**src/rtl/md_pkg.sv**
```systemverilog
// Shared encodings for the E-stage multiply/divide issue controller:
// HI/LO op codes, unit strobe encodings and default unit latencies.
package md_pkg;

  localparam logic [3:0] MD_OP_NONE  = 4'd0;
  localparam logic [3:0] MD_OP_MULT  = 4'd1;
  localparam logic [3:0] MD_OP_MULTU = 4'd2;
  localparam logic [3:0] MD_OP_DIV   = 4'd3;
  localparam logic [3:0] MD_OP_DIVU  = 4'd4;
  localparam logic [3:0] MD_OP_MTHI  = 4'd5;
  localparam logic [3:0] MD_OP_MTLO  = 4'd6;
  localparam logic [3:0] MD_OP_MFHI  = 4'd7;
  localparam logic [3:0] MD_OP_MFLO  = 4'd8;

  localparam logic [1:0] MD_TYPE_MULT  = 2'b00;
  localparam logic [1:0] MD_TYPE_MULTU = 2'b01;
  localparam logic [1:0] MD_TYPE_DIV   = 2'b10;
  localparam logic [1:0] MD_TYPE_DIVU  = 2'b11;

  localparam logic [1:0] MD_WRITE_NONE = 2'b00;
  localparam logic [1:0] MD_WRITE_HI   = 2'b01;
  localparam logic [1:0] MD_WRITE_LO   = 2'b10;

  localparam logic [1:0] MD_RDSEL_NONE = 2'b00;
  localparam logic [1:0] MD_RDSEL_HI   = 2'b01;
  localparam logic [1:0] MD_RDSEL_LO   = 2'b10;

  localparam int MD_MULT_CYCLES_DEF = 5;
  localparam int MD_DIV_CYCLES_DEF  = 10;

  typedef enum logic [1:0] {
    MD_IDLE = 2'd0,
    MD_MRUN = 2'd1,
    MD_DRUN = 2'd2
  } mdStateE;

  // Ops that occupy the unit (start or HI/LO write) and are illegal mid-run.
  function automatic logic isUnitOp(input logic [3:0] op);
    return (op >= MD_OP_MULT) && (op <= MD_OP_MTLO);
  endfunction

endpackage

```
**src/rtl/md_latency_cnt.sv**
```systemverilog
// Loadable 4-bit down-counter that tracks the remaining busy cycles of the
// multiply/divide unit and flags the final busy cycle.
module md_latency_cnt
  import md_pkg::*;
(
  input  logic       Clk,
  input  logic       Reset,
  input  logic       load,
  input  logic [3:0] loadValue,
  output logic [3:0] count,
  output logic       lastCycle
);

  // Counts down to zero and parks there until the next load.
  always_ff @(posedge Clk) begin
    if (Reset) begin
      count <= 4'd0;
    end else if (load) begin
      count <= loadValue;
    end else if (count != 4'd0) begin
      count <= count - 4'd1;
    end
  end

  assign lastCycle = (count == 4'd1);

endmodule

```
**src/rtl/md_issue_ctrl.sv**
```systemverilog
// Issue/sequencing controller for the E-stage multiply/divide unit: decodes
// HI/LO ops, strobes the unit, tracks its latency and stalls D-stage consumers.
module md_issue_ctrl
  import md_pkg::*;
#(
  parameter int MULT_CYCLES = MD_MULT_CYCLES_DEF,
  parameter int DIV_CYCLES  = MD_DIV_CYCLES_DEF
) (
  input  logic       Clk,
  input  logic       Reset,
  input  logic       E_Valid,
  input  logic [3:0] E_MD_Op,
  input  logic       D_MD_Use,
  output logic       MD_Start,
  output logic [1:0] MD_Type,
  output logic [1:0] MD_Write,
  output logic [1:0] MD_RdSel,
  output logic       Stall_D,
  output logic       Busy,
  output logic       Done,
  output logic       Err
);

  localparam logic [3:0] MULT_LOAD = 4'(MULT_CYCLES);
  localparam logic [3:0] DIV_LOAD  = 4'(DIV_CYCLES);

  mdStateE    state;
  logic       opValid;
  logic       inRun;
  logic       isMulOp;
  logic       isDivOp;
  logic       issue;
  logic       violation;
  logic [3:0] loadValue;
  logic [3:0] count;
  logic       lastCycle;

  assign opValid   = E_Valid && !Reset;
  assign inRun     = (state != MD_IDLE);
  assign isMulOp   = (E_MD_Op == MD_OP_MULT) || (E_MD_Op == MD_OP_MULTU);
  assign isDivOp   = (E_MD_Op == MD_OP_DIV)  || (E_MD_Op == MD_OP_DIVU);
  assign issue     = opValid && !inRun && (isMulOp || isDivOp);
  assign violation = opValid && inRun && isUnitOp(E_MD_Op);
  assign loadValue = isMulOp ? MULT_LOAD : DIV_LOAD;

  md_latency_cnt uLatencyCnt (
    .Clk      (Clk),
    .Reset    (Reset),
    .load     (issue),
    .loadValue(loadValue),
    .count    (count),
    .lastCycle(lastCycle)
  );

  // Decode of the E-stage op into unit strobes; everything is gated by opValid
  // so bubbles and reset cycles never reach the unit.
  always_comb begin
    MD_Start = issue;
    MD_Type  = MD_TYPE_MULT;
    MD_Write = MD_WRITE_NONE;
    MD_RdSel = MD_RDSEL_NONE;
    if (issue) begin
      case (E_MD_Op)
        MD_OP_MULTU: MD_Type = MD_TYPE_MULTU;
        MD_OP_DIV:   MD_Type = MD_TYPE_DIV;
        MD_OP_DIVU:  MD_Type = MD_TYPE_DIVU;
        default:     MD_Type = MD_TYPE_MULT;
      endcase
    end
    if (opValid && !inRun) begin
      if (E_MD_Op == MD_OP_MTHI) MD_Write = MD_WRITE_HI;
      if (E_MD_Op == MD_OP_MTLO) MD_Write = MD_WRITE_LO;
    end
    if (opValid) begin
      if (E_MD_Op == MD_OP_MFHI) MD_RdSel = MD_RDSEL_HI;
      if (E_MD_Op == MD_OP_MFLO) MD_RdSel = MD_RDSEL_LO;
    end
  end

  assign Stall_D = D_MD_Use && (MD_Start || Busy) && !Reset;

  // Run-state FSM. Done is registered one cycle ahead: it is set on the edge
  // that leaves the counter at 1, so it lines up with the last busy cycle.
  always_ff @(posedge Clk) begin
    if (Reset) begin
      state <= MD_IDLE;
      Busy  <= 1'b0;
      Done  <= 1'b0;
      Err   <= 1'b0;
    end else begin
      if (violation) Err <= 1'b1;
      case (state)
        MD_IDLE: begin
          if (issue) begin
            state <= isMulOp ? MD_MRUN : MD_DRUN;
            Busy  <= 1'b1;
            Done  <= (loadValue == 4'd1);
          end else begin
            Busy <= 1'b0;
            Done <= 1'b0;
          end
        end
        MD_MRUN, MD_DRUN: begin
          if (lastCycle) begin
            state <= MD_IDLE;
            Busy  <= 1'b0;
            Done  <= 1'b0;
          end else begin
            Busy <= 1'b1;
            Done <= (count == 4'd2);
          end
        end
        default: begin
          state <= MD_IDLE;
          Busy  <= 1'b0;
          Done  <= 1'b0;
        end
      endcase
    end
  end

endmodule

```
**config.mk**
```make
export PLATFORM = sky130hd
export DESIGN_NAME = md_issue_ctrl
export DESIGN_NICKNAME = d
export VERILOG_FILES = /design/src/rtl/md_pkg.sv /design/src/rtl/md_latency_cnt.sv /design/src/rtl/md_issue_ctrl.sv
export SDC_FILE = /design/constraint.sdc
export NUM_CORES = 1
export LEC_CHECK = 0
export CAP_MARGIN = 15
export CORE_MARGIN = 2
export CORE_UTILIZATION = 49
export CTS_BUF_LIST = sky130_fd_sc_hd__clkbuf_8
export DETAILED_ROUTE_END_ITERATION = 12
export PLACE_DENSITY_LB_ADDON = 0.15
export RECOVER_POWER = 50
export SETUP_SLACK_MARGIN = 0.15
export SLEW_MARGIN = 20
export SYNTH_ARGS = -nofsm -noshare
export SYNTH_HDL_FRONTEND = slang
export SYNTH_SLANG_ARGS = --single-unit
```
**constraint.sdc**
```tcl
create_clock -name Clk -period 1.8 [get_ports Clk]
set_input_delay 0.18 -clock Clk [delete_from_list [all_inputs] [get_ports Clk]]
set_output_delay 0.18 -clock Clk [all_outputs]
set_load 0.03 [all_outputs]
```
==> flow_summary.ini, run 1 <==
[run_status]
status = finished with violations
violations = setup timing

[die]
die_area_um2 = 1800
start_util = 0.541
pin_count = 19
core_um2 = 1330
die_h_um = 42.4
fp-row-count = 13
die_width_um = 42.4

[power]
p_total_uw = 1170
internal_power_uw = 686
ir_drop_mv = 1.00
pwr-share-clk = 0.213
switching_share = 0.413
p_comb_frac = 0.513
leakage_uw = 0.000525
p_seq_frac = 0.274
p_per_area_nw_per_um2 = 957
p_switching_uw = 482

[critical_path]
cp-startpoint = E_MD_Op[1]
r2r-start = state[1]$_SDFFE_PP0P_
path_buf_inv = 3
crit_arrival_ps = 1720
crit_family = buffers and inverters
worstPathMaxFanout = 2
critPathSlowestCell = clkdlybuf4s50_1
required_ps = 1620
crit_path_start_kind = input port
cp_slowest_stage_delay_ps = 450
crit_chain = clkdlybuf4s50_1 > o21a_1 > or3_4 > clkinvlp_4 > o211a_4 > buf_6
critical_path_class = input port to output port
end_kind = output port

[synth]
yosys_warnings = 0
synth-edff-count = 0
synth.top_cell.area_share = 0.250
synth.net_count = 93
synth_cell_types = 37
syn_avg_cell_area_um2 = 9.14
async_flop_share = 0
yosysSeqAreaShare = 0.250
yosysTopAreaCell = dfxtp_1
syn_inst = 79
ys_ff_latch = 9
synth_area_leaders = dfxtp_1 25%, ha_1 10%, inv_1 4.2%
ys.flop_type = dfxtp_1
synth_area_um2 = 722

[sta]
max_clock_freq_mhz = 528
clock-skew-final_ps = 16.2
setup_viol = 2
slew_violations = 0
min_period_ps = 1900
hold_viol = 0
timing.slew.headroom = 0.754
final.period_utilization = 1.05
worst_pin_slew_ps = 366
setup_ws_ps = -95.6
rsz0062_at_grt = yes

[job]
cap_violations = 0

[detailed_routing]
drcViolationCount = 0
vias_per_cell = 6.91
firstDrtPassIters = 4
wirelength_um = 3330
drtIter0Drc = 63
routedWlPerCell_um = 24.8
drtAntennaViolNets = 0
route.vias.total = 926

[global_route]
grt-ovfl-total = 0
grt_pass1_wl_um = 3490
grt_use_total = 0.258
grt_max_degree = 11
grt_pass1_vias = 779
antenna_found_initial = 0

[layout]
diodes = 0
area_growth_pct = 69.0
drive_gt1_frac = 0.504
n_fill_cell = 53
layoutNonFillerInstCount = 134
layout.nets = 134

[clock_network]
cts_max_level = 1
cts_inserted_buffers = 3
clockBufferDepth = 2
cts_tree = yes
cts.sinks = 9
cts-root-buf = clkbuf_8
clock_latency_ps = 250
clkTransAtPathRegs_ps = 60

[placed_design]
port_buffers = 18
place_inst = 124
gp_congestion = 0.817
dp_hpwl_um = 1480

[worst_hold_path]
hold_class = flop to flop
holdCritStartpoint = Err$_SDFFE_PP0P_
## final cells by class
class	count	area [um2]	area share
Tap cell	15	18.8	0.0154
Inverter	8	33.8	0.0277
Multi-Input combinational cell	57	564	0.463
Clock inverter	1	5.00	0.00410
Sequential cell	9	183	0.150
Timing Repair Buffer	41	374	0.307
Clock buffer	3	41.3	0.0338
## timing repair
item	in CTS	in global routing
setup endpoints to repair	7	12
hold endpoints to repair	0	0
cloned	0	1
setup buffers	2	3
gates resized for setup	14	11
pin swaps	2	2
hold buffers	0	0
## layout by cell type, fill, tap and decap left out, drive strengths merged, types with 2 or more instances in the layout
cell type	netlist	layout
o21a	2	2
clkbuf	0	4
ha	6	6
nand3	2	2
nor3	5	5
dlygate4sd2	0	2
clkdlybuf4s50	0	8
nand2	4	4
and2	2	2
nor3b	2	2
or3	2	2
buf	5	30
o211a	2	2
nor4	3	3
xnor2	3	3
a221oi	3	3
o32ai	3	3
dfxtp	9	9
inv	8	7
## routing by layer
layer | up-vias | share of wire | global-route usage
met3 | 28 | 0.093 | 0.0733
met5 | - | 0 | 0
li1 | 385 | - | -
met1 | 428 | 0.34 | 0.306
met2 | 85 | 0.50 | 0.437
met4 | 0 | 0.058 | 0.0938
## cells in the mapped netlist (all sizes together), types with 2 or more instances
cell type  n
nor4       3
and2       2
a221oi     3
xnor2      3
o32ai      3
or3        2
nor3b      2
o21a       2
nand2      4
o211a      2
nor3       5
inv        8
nand3      2
dfxtp      9
buf        5
ha         6
## cell families after synthesis
| logic type | after synthesis | synth area share |
|---|---|---|
| adder cells (fa/ha/maj) | 6 | 0.104 |
| AO/OA/AOI/OAI | 18 | 0.213 |
| buffers and inverters | 13 | 0.0936 |
| AND/OR/NAND/NOR | 30 | 0.303 |
| XOR/XNOR | 3 | 0.0364 |
| flip-flops | 9 | 0.250 |
## metrics by stage
step                TNS, ps  area (um2)  utilization  worst slack [ps]  hold WS, ps
floorplan                 0         762            -               171          365
global placement      -6.47        1030        0.773             -5.60          449
detailed placement    -90.6        1030        0.773             -29.6          487
CTS                   -17.2        1120        0.841             -17.2          495
global route           -239        1220        0.915              -141          514
finish                 -136        1220        0.915             -95.6          494
## power groups by stage
stage,logic (uW),clock network (uW),registers [uW]
2_1_floorplan,306,0,292
3_3_place_gp,418,0,297
3_5_place_dp,443,0,298
4_1_cts,453,241,294
5_1_grt,638,251,320
6_report,600,249,320
## path summary, 6_finish.rpt
path                           end  slack [ps]  cells after the start
max reg2reg  state[1]$_SDFFE_PP0P_          80                      7
min               Err$_SDFFE_PP0P_         490                      1
min reg2reg       Err$_SDFFE_PP0P_         490                      1
max                        Stall_D        -100                      6
## sequential cells by signal (all words and copies together) (netlist names)
signal	count
uLatencyCnt.count	4
state	2
Busy	1
Done	1
Err	1
(Power assumes the default switching activity.)
==> run 2, diff against run 1 <==
--- a/config.mk
+++ b/config.mk
@@ -10,6 +10,7 @@
 export CORE_UTILIZATION = 49
 export CTS_BUF_LIST = sky130_fd_sc_hd__clkbuf_8
 export DETAILED_ROUTE_END_ITERATION = 12
+export MAX_ROUTING_LAYER = met4
 export PLACE_DENSITY_LB_ADDON = 0.15
 export RECOVER_POWER = 50
 export SETUP_SLACK_MARGIN = 0.15
==> run 2 against run 1 <==
Effect of this change: the flow still finishes with violations (setup timing); worst setup slack worse by 20 ps; critical path type unchanged; design area unchanged; die area unchanged; highest routed layer unchanged; via count down 1.5%.
==> flow_summary.ini, run 2 (synthesized netlist as in run 1, its figures left out) <==
[critical_path]
required_ps = 1620
crit_family = buffers and inverters
path_buf_inv = 3
critPathSlowestCell = clkdlybuf4s50_1
crit_path_start_kind = input port
crit_arrival_ps = 1740
crit_chain = clkdlybuf4s50_1 > nand4bb_4 > or3_4 > clkinvlp_4 > o211a_4 > buf_6
end_kind = output port
critical_path_class = input port to output port
r2r_slack_ps = 80
worstPathMaxFanout = 2
cp_slowest_stage_delay_ps = 490

[die]
fp-row-count = 13
pin_count = 19
die_width_um = 42.4
die_area_um2 = 1800
start_util = 0.541
die_h_um = 42.4
core_um2 = 1330

[clock_network]
clkTransAtPathRegs_ps = 50
ctsHoldBuffers = 0
cts_inserted_buffers = 3
clock_latency_ps = 240
cts-root-buf = clkbuf_8
cts_tree = yes
cts.sinks = 9
clockBufferDepth = 2
cts_max_level = 1

[sta]
setup_ws_ps = -115
min_period_ps = 1920
max_clock_freq_mhz = 522
final.period_utilization = 1.06
setup_viol = 3
fin_hold_ws_ps = 502
rsz0062_at_grt = yes
timing.slew.headroom = 0.774
hold_viol = 0
slew_violations = 0
worst_pin_slew_ps = 334
clock-skew-final_ps = 12.7
fin_setup_tns_ps = -182

[detailed_routing]
drtAntennaViolNets = 0
vias_per_cell = 6.81
routedWlPerCell_um = 25.2
wirelength_um = 3380
drcViolationCount = 0
drtIter0Drc = 70
firstDrtPassIters = 5
route.vias.total = 912

[placed_design]
dp_slack_ps = -29.6
dp_hpwl_um = 1480
gp_congestion = 0.830
port_buffers = 18

[job]
cap_violations = 0

[layout]
layout_commonest_cell = buf_4
area_growth_pct = 69.0
n_fill_cell = 53
layout.nets = 134
top_register = uLatencyCnt.count
drive_gt1_frac = 0.504
diodes = 0
largestRegisters = uLatencyCnt.count (4), state (2)
largest_register_ffs = 4
most-common-layout-cells = 24 x buf_4, 8 x clkdlybuf4s50_1, 7 x dfxtp_1

[global_route]
grt_use_total = 0.264
grt_pass1_wl_um = 3480
grt_pass1_vias = 780
grt-ovfl-total = 0
antenna_found_initial = 0
grt_max_degree = 11

[worst_hold_path]
hold_class = flop to flop

[power]
p_per_area_nw_per_um2 = 959
ir_drop_mv = 0.994
leakage_uw = 0.000525

[run_status]
violations = setup timing
status = finished with violations
## run 2: cell counts in the layout (fill, tap and decap cells not counted)
Identical to the previous run, type by type.
## run 2: per-layer routing
metal / part of all wire / GRT usage
met5: 0 / -
met4: 0.056 / 0.0938
met3: 0.094 / 0.0733
met2: 0.50 / 0.440
met1: 0.35 / 0.301
## run 2: repair_timing
item | CTS | global route
gates cloned | 0 | 1
endpoints found under the setup margin | 7 | 12
buffers inserted | 2 | 3
resized for setup | 14 | 11
pin swaps | 2 | 2
## run 2: power by group
group          internal [uW]  switching [uW]  leakage [uW]
registers                246            72.7     0.0000746
clock network            152            91.5     0.0000255
logic                    289             319      0.000425
total                    686             484      0.000525
## run 2: area by class of cell
class | instances | area (um2) | area share
Clock buffer | 3 | 41.3 | 0.0338
Clock inverter | 1 | 5.00 | 0.00410
Inverter | 8 | 33.8 | 0.0277
Multi-Input combinational cell | 57 | 564 | 0.463
Sequential cell | 9 | 183 | 0.150
Tap cell | 15 | 18.8 | 0.0154
Timing Repair Buffer | 41 | 374 | 0.307
## run 2: per-stage QoR
step / utilization / area, um2 / cells / total power [uW]
2_1_floorplan: - / 762 / 79 / 598
4_1_cts: 0.841 / 1120 / 130 / 989
3_5_place_dp: 0.773 / 1030 / 124 / 741
5_1_grt: 0.915 / 1220 / 134 / 1210
6_report: 0.915 / 1220 / 134 / 1170
3_3_place_gp: 0.773 / 1030 / 124 / 715
## run 2: path summary, 6_finish.rpt
check / startpoint / to / depth (start not counted)
worst max-delay path: Reset / Stall_D / 6
worst min-delay path: Err$_SDFFE_PP0P_ / Err$_SDFFE_PP0P_ / 1
worst max register to register: state[1]$_SDFFE_PP0P_ / state[1]$_SDFFE_PP0P_ / 7
worst min register to register: Err$_SDFFE_PP0P_ / Err$_SDFFE_PP0P_ / 1
## run 2: worst reg2reg max path, cell delays in order, from the launching register on
cell,delay (ps)
dfxtp_2,330
inv_2,60
ha_4,160
nand4bb_4,120
buf_4,170
buf_8,130
o311a_1,370
a211o_1,260
